--- src/rtl/adc128s022_responder.sv ---
// ADC128S022 serial-interface responder: decodes the channel address shifted in on din and
// returns the addressed channel on dout one frame later, oversampling all pins on clk_50.
module adc128s022_responder #(
    parameter int DATA_W      = 12,
    parameter int N_CH        = 8,
    parameter int SYNC_STAGES = 2   // must be >= 2
) (
    input  logic                   clk_50,
    input  logic                   rst_n,
    input  logic                   adc_cs_n,
    input  logic                   adc_sck,
    input  logic                   din,
    input  logic [N_CH*DATA_W-1:0] ch_data,
    output logic                   dout,
    output logic                   dout_oe,
    output logic                   frame_done,
    output logic                   frame_abort,
    output logic [2:0]             cur_addr
);

    typedef enum logic {IDLE, ACTIVE} state_t;

    logic [SYNC_STAGES-1:0] r_cs_sync, r_sck_sync, r_din_sync;
    logic                   r_cs_prev, r_sck_prev;

    state_t            r_state, w_state_nxt;
    logic [3:0]        r_bit_cnt, w_bit_cnt_nxt;
    logic [DATA_W-1:0] r_sr, w_sr_nxt;
    logic [2:0]        r_addr_sr, w_addr_sr_nxt;
    logic [2:0]        r_next_addr, w_next_addr_nxt;
    logic [2:0]        r_cur_addr, w_cur_addr_nxt;
    logic              r_dout, w_dout_nxt;
    logic              r_frame_done, w_frame_done_nxt;
    logic              r_frame_abort, w_frame_abort_nxt;
    logic              r_wrapped, w_wrapped_nxt;

    logic              w_cs, w_sck, w_din;
    logic              w_cs_fall, w_cs_rise, w_sck_rise, w_sck_fall;
    logic [DATA_W-1:0] w_ch_word;

    always_ff @(posedge clk_50) begin
        if (!rst_n) begin
            // NOTE: cs chain resets to "selected" so a cs_n already low after reset never looks like a fresh fall.
            r_cs_sync  <= '0;
            r_sck_sync <= '0;
            r_din_sync <= '0;
            r_cs_prev  <= 1'b0;
            r_sck_prev <= 1'b0;
        end else begin
            r_cs_sync  <= {r_cs_sync[SYNC_STAGES-2:0], adc_cs_n};
            r_sck_sync <= {r_sck_sync[SYNC_STAGES-2:0], adc_sck};
            r_din_sync <= {r_din_sync[SYNC_STAGES-2:0], din};
            r_cs_prev  <= w_cs;
            r_sck_prev <= w_sck;
        end
    end

    assign w_cs       = r_cs_sync[SYNC_STAGES-1];
    assign w_sck      = r_sck_sync[SYNC_STAGES-1];
    assign w_din      = r_din_sync[SYNC_STAGES-1];
    assign w_cs_fall  = r_cs_prev & ~w_cs;
    assign w_cs_rise  = ~r_cs_prev & w_cs;
    assign w_sck_rise = ~r_sck_prev & w_sck & ~w_cs;
    assign w_sck_fall = r_sck_prev & ~w_sck & ~w_cs;
    assign w_ch_word  = ch_data[int'(r_cur_addr)*DATA_W +: DATA_W];

    // State register together with the datapath registers it sequences.
    always_ff @(posedge clk_50) begin
        if (!rst_n) begin
            r_state       <= IDLE;
            r_bit_cnt     <= '0;
            r_sr          <= '0;
            r_addr_sr     <= '0;
            r_next_addr   <= '0;
            r_cur_addr    <= '0;
            r_dout        <= 1'b0;
            r_frame_done  <= 1'b0;
            r_frame_abort <= 1'b0;
            r_wrapped     <= 1'b0;
        end else begin
            r_state       <= w_state_nxt;
            r_bit_cnt     <= w_bit_cnt_nxt;
            r_sr          <= w_sr_nxt;
            r_addr_sr     <= w_addr_sr_nxt;
            r_next_addr   <= w_next_addr_nxt;
            r_cur_addr    <= w_cur_addr_nxt;
            r_dout        <= w_dout_nxt;
            r_frame_done  <= w_frame_done_nxt;
            r_frame_abort <= w_frame_abort_nxt;
            r_wrapped     <= w_wrapped_nxt;
        end
    end

    always_comb begin
        w_state_nxt = r_state;
        case (r_state)
            IDLE:   if (w_cs_fall) w_state_nxt = ACTIVE;
            ACTIVE: if (w_cs_rise) w_state_nxt = IDLE;
        endcase
    end

    always_comb begin
        // NOTE: every target gets a default first so no path can infer a latch.
        w_bit_cnt_nxt     = r_bit_cnt;
        w_sr_nxt          = r_sr;
        w_addr_sr_nxt     = r_addr_sr;
        w_next_addr_nxt   = r_next_addr;
        w_cur_addr_nxt    = r_cur_addr;
        w_dout_nxt        = r_dout;
        w_wrapped_nxt     = r_wrapped;
        w_frame_done_nxt  = 1'b0;
        w_frame_abort_nxt = 1'b0;
        case (r_state)
            IDLE: begin
                w_dout_nxt     = 1'b0;
                w_bit_cnt_nxt  = '0;
                w_cur_addr_nxt = r_next_addr;
                if (w_cs_fall) w_wrapped_nxt = 1'b0;
            end
            ACTIVE: begin
                if (w_cs_rise) begin
                    w_dout_nxt        = 1'b0;
                    w_bit_cnt_nxt     = '0;
                    w_cur_addr_nxt    = r_next_addr;
                    w_frame_abort_nxt = (r_bit_cnt != 4'd0) || !r_wrapped;
                end else if (w_sck_rise) begin
                    w_wrapped_nxt = 1'b0;
                    case (r_bit_cnt)
                        4'd2:  w_addr_sr_nxt[2] = w_din;
                        4'd3:  w_addr_sr_nxt[1] = w_din;
                        4'd4:  w_addr_sr_nxt[0] = w_din;
                        4'd15: begin
                            w_next_addr_nxt  = r_addr_sr;
                            w_frame_done_nxt = 1'b1;
                        end
                        default: ;
                    endcase
                end else if (w_sck_fall) begin
                    w_wrapped_nxt = 1'b0;
                    w_bit_cnt_nxt = r_bit_cnt + 4'd1;
                    if (r_bit_cnt == 4'd3) begin
                        w_sr_nxt   = w_ch_word;
                        w_dout_nxt = w_ch_word[DATA_W-1];
                    end else if (r_bit_cnt >= 4'd4 && r_bit_cnt <= 4'd14) begin
                        // Rotate rather than shift; the wrapped bit is never driven out.
                        w_sr_nxt   = {r_sr[DATA_W-2:0], r_sr[DATA_W-1]};
                        w_dout_nxt = r_sr[DATA_W-2];
                    end else if (r_bit_cnt == 4'd15) begin
                        w_cur_addr_nxt = r_next_addr;
                        w_dout_nxt     = 1'b0;
                        w_wrapped_nxt  = 1'b1;
                    end else begin
                        w_dout_nxt = 1'b0;
                    end
                end
            end
        endcase
    end

    always_comb begin
        dout        = r_dout;
        dout_oe     = (r_state == ACTIVE);
        frame_done  = r_frame_done;
        frame_abort = r_frame_abort;
        cur_addr    = r_cur_addr;
    end

endmodule

--- config.mk ---
export PLATFORM = sky130hd
export DESIGN_NAME = adc128s022_responder
export DESIGN_NICKNAME = d
export VERILOG_FILES = /design/src/rtl/adc128s022_responder.sv
export SDC_FILE = /design/constraint.sdc
export NUM_CORES = 1
export LEC_CHECK = 0
export CAP_MARGIN = 20
export CORE_MARGIN = 4
export CORE_UTILIZATION = 45
export CTS_CLUSTER_SIZE = 25
export DETAILED_ROUTE_END_ITERATION = 6
export PLACE_DENSITY_LB_ADDON = 0.15
export SYNTH_ARGS = -nofsm -noshare
export SYNTH_HDL_FRONTEND = slang
export SYNTH_SLANG_ARGS = --single-unit
--- constraint.sdc ---
create_clock -name clk_50 -period 2.7 [get_ports clk_50]
set_input_delay 0.27 -clock clk_50 [delete_from_list [all_inputs] [get_ports clk_50]]
set_output_delay 0.27 -clock clk_50 [all_outputs]
set_load 0.02 [all_outputs]
==> results.json <==
{
  "drt-vias-per-instance": 5.48,
  "critical_path_arrival_ps": 2040,
  "vdd.ir_drop.worst_uv": 413,
  "std_cell_rows": 25,
  "power_leakage_nw": 1.17,
  "totalPowerFinal_w": 0.00136,
  "setup_total_negative_slack_ps": 0,
  "groute.layer.met3.usage_pct": 4.40,
  "grt_pass1_vias": 2070,
  "drt_wl_total_mm": 6.28,
  "clk_path_buf_depth": 2,
  "die-width_um": 80.0,
  "cap_viol_max_count": 0,
  "worst_setup_path_start_kind": "register",
  "cts_resized": 0,
  "cp_max_fo": 23,
  "tritoncts": "built",
  "clkSinkCount": 38,
  "wire_per_inst_um": 16.6,
  "number_of_max_slew_violations_in_the_final_report": 0,
  "setup-violations-final": 0,
  "synth_fp_nets": 313,
  "synthToLayoutAreaGrowth_pct": 54.3,
  "timing.critical_path.required_ps": 2870,
  "place.gp.congestion": 0.786,
  "postCtsSetupBuffers": 0,
  "post_synth.cell_area_avg_um2": 11.1,
  "run_status": "complete, no violations",
  "cts-buffers-inserted": 5,
  "global_route.overflow_total": 0,
  "route.vias.total": 2076,
  "synth_edf_count": 0,
  "grt.met2_usage_pct": 34.1,
  "drt_iter0_markers": 133,
  "start_util_pct": 47.7,
  "grt_pass1_wl_mm": 9.67,
  "antenna_found_initial": 0,
  "cts_hold_buffers": 0,
  "asyncSetResetFlopFracSynth_pct": 0,
  "finalNetCount": 415,
  "remaining_drc_errors": 0,
  "detailedRoute.firstPassIterationCount": 4,
  "final_layout_size_suffix_gt1_share_pct": 17.6,
  "port_buffers": 107,
  "power_density_nw_per_um2": 378,
  "area_of_combinational_cells_with_multiple_inputs_um2": 1480,
  "final_core_util_pct": 73.7,
  "synth.yosys.seq_area_share_pct": 32.7,
  "criticalPathCategory": "reg -> reg",
  "gr-usage-met1_pct": 23.9,
  "cts.root.buffer_cell": "sky130_fd_sc_hd__clkbuf_8",
  "h_tree_lvls": 2,
  "worst_pin_slew_ps": 644,
  "grt_setup_unrepaired": "no",
  "top_usage_layer": "met2",
  "pin_count_of_the_biggest_net_entering_global_routing": 25,
  "clock-skew-final_ps": 4.63,
  "netlist_instances": 209,
  "maxClockFrequency_mhz": 535,
  "final.fill_count": 372,
  "detailed_place_hpwl_mm": 4.98,
  "synth.cell_area_um2": 2330,
  "synthFlopType": "sky130_fd_sc_hd__dfxtp_1",
  "worst_skew_pair.late_latency_ps": 290,
  "worst_slew_margin_rel_pct": 56.9,
  "final_cycle_share_pct": 69.2,
  "clkTransAtPathRegs_ps": 80,
  "die-area_um2": 6390,
  "period_needed_ps": 1870,
  "hp-class": "reg -> reg",
  "timing_hold_violations_final": 0,
  "die_h_um": 80.0,
  "worst_hold_slack_ps": 442,
  "sequential_cell_area_um2": 762,
  "floorplan.io_pins": 108,
  "ys_types": 33,
  "ys.warnings.count": 0,
  "postRouteAntennaNets": 0,
  "worst_setup_path_end_kind": "register",
  "fp.coreArea_um2": 4880,
  "ys_ff_latch": 38,
  "n_antenna_cell": 0,
  "grt_use_total_pct": 19.5
}
## critical path, stage by stage, from the launching register on
cell                       delay, ps
sky130_fd_sc_hd__dfxtp_2         380
sky130_fd_sc_hd__buf_4           390
sky130_fd_sc_hd__mux4_2          550
sky130_fd_sc_hd__mux2i_1         270
sky130_fd_sc_hd__o221ai_2        140
## final timing paths
kind                       from       endpoint  slack (ps)  cells after the start
setup / recovery    cur_addr[0]        r_sr[7]         830                      4
hold / removal    r_sck_sync[0]  r_sck_sync[1]         440                      1
setup reg to reg    cur_addr[0]        r_sr[7]         830                      4
hold reg to reg   r_sck_sync[0]  r_sck_sync[1]         440                      1
## power breakdown
part	switching (W)	leakage, nW	internal, W
registers	0.00000441	0.308	0.000565
clock network	0.000211	0.0683	0.000370
logic	0.0000449	0.796	0.000162
## cell type report
class | instances | share of cell area (%)
repair buffers | 114 | 31.3
clock inverters | 3 | 1.91
well taps | 67 | 2.33
multi-input cells | 149 | 41.1
inverters | 3 | 0.313
clock buffers | 5 | 1.91
flip-flops and latches | 38 | 21.2
## stage by stage
| stage | std cells | instance area (um^2) | setup slack, ps |
|---|---|---|---|
| 2_1_floorplan | 209 | 2330 | 793 |
| 3_3_place_gp | 371 | 3460 | 868 |
| 3_5_place_dp | 371 | 3460 | 815 |
| 4_1_cts | 379 | 3590 | 814 |
| 5_1_grt | 379 | 3590 | 735 |
| 6_report | 379 | 3590 | 831 |
## placed cells by master, fill, tap and decap left out
master,instances
sky130_fd_sc_hd__o221ai_2,10
sky130_fd_sc_hd__nor2b_1,7
sky130_fd_sc_hd__dfxtp_2,1
sky130_fd_sc_hd__nor4_4,1
sky130_fd_sc_hd__nand4b_1,1
sky130_fd_sc_hd__o211ai_1,1
sky130_fd_sc_hd__and4_1,1
sky130_fd_sc_hd__nor3_1,2
sky130_fd_sc_hd__mux2i_1,21
sky130_fd_sc_hd__nor2_1,4
sky130_fd_sc_hd__a311oi_1,1
sky130_fd_sc_hd__o221ai_1,1
sky130_fd_sc_hd__clkbuf_8,5
sky130_fd_sc_hd__clkinv_4,1
sky130_fd_sc_hd__buf_4,7
sky130_fd_sc_hd__nand3_1,6
sky130_fd_sc_hd__o21ai_0,3
sky130_fd_sc_hd__xor2_1,3
sky130_fd_sc_hd__nor3b_1,1
sky130_fd_sc_hd__nor4_1,1
sky130_fd_sc_hd__dfxtp_1,37
sky130_fd_sc_hd__nand2_1,25
sky130_fd_sc_hd__nand2b_1,2
sky130_fd_sc_hd__and2_1,9
sky130_fd_sc_hd__inv_1,3
sky130_fd_sc_hd__o21ba_2,1
sky130_fd_sc_hd__a21oi_1,2
sky130_fd_sc_hd__bufinv_16,2
sky130_fd_sc_hd__or3b_4,1
sky130_fd_sc_hd__mux4_2,24
sky130_fd_sc_hd__and4bb_2,1
sky130_fd_sc_hd__mux2_2,1
sky130_fd_sc_hd__a21boi_0,2
sky130_fd_sc_hd__clkdlybuf4s50_1,107
sky130_fd_sc_hd__nand4_1,14
sky130_fd_sc_hd__ha_1,3
## kinds of logic after synthesis
kind of cell,Yosys count,synth area share [%]
AOI/OAI and AO/OA,21,9.67
xor gates and xnor gates,3,1.13
adders and majority gates,3,1.61
buffers and inverters,22,3.97
DFF,38,32.7
muxes,46,32.7
and+or+nand+nor,76,18.3
## flip-flops by register name, indices dropped and copies added, names as in the netlist, 2 cells and up
| register | count |
|---|---|
| r_cs_sync | 2 |
| r_sck_sync | 2 |
| r_din_sync | 2 |
| r_sr | 12 |
| r_bit_cnt | 4 |
| r_next_addr | 3 |
| r_addr_sr | 3 |
| cur_addr | 3 |
## layer usage
metal	part of all wire [%]	vias to the layer above
met3	5.4	9
li1	-	1007
met2	54	59
met4	1.6	0
met5	0	-
met1	39	1001
## synthesized netlist by cell type (2+ instances only)
| cell type | count | area, um^2 |
|---|---|---|
| sky130_fd_sc_hd__a21boi_0 | 2 | 15.0 |
| sky130_fd_sc_hd__a21oi_1 | 2 | 10.0 |
| sky130_fd_sc_hd__xor2_1 | 3 | 26.3 |
| sky130_fd_sc_hd__clkbuf_1 | 13 | 48.8 |
| sky130_fd_sc_hd__nand2_1 | 25 | 93.8 |
| sky130_fd_sc_hd__ha_1 | 3 | 37.5 |
| sky130_fd_sc_hd__nor2_1 | 4 | 15.0 |
| sky130_fd_sc_hd__inv_1 | 3 | 11.3 |
| sky130_fd_sc_hd__nor2b_1 | 7 | 43.8 |
| sky130_fd_sc_hd__nor3_1 | 2 | 10.0 |
| sky130_fd_sc_hd__nand3_1 | 6 | 30.0 |
| sky130_fd_sc_hd__buf_2 | 5 | 25.0 |
| sky130_fd_sc_hd__nand4_1 | 14 | 87.6 |
| sky130_fd_sc_hd__mux2i_1 | 21 | 210 |
| sky130_fd_sc_hd__dfxtp_1 | 38 | 761 |
| sky130_fd_sc_hd__and2_1 | 9 | 56.3 |
| sky130_fd_sc_hd__nand2b_1 | 2 | 12.5 |
| sky130_fd_sc_hd__o221ai_2 | 10 | 150 |
| sky130_fd_sc_hd__mux4_2 | 24 | 541 |
| sky130_fd_sc_hd__o21ai_0 | 3 | 15.0 |
No activity file was read; power rests on OpenSTA's default activity.
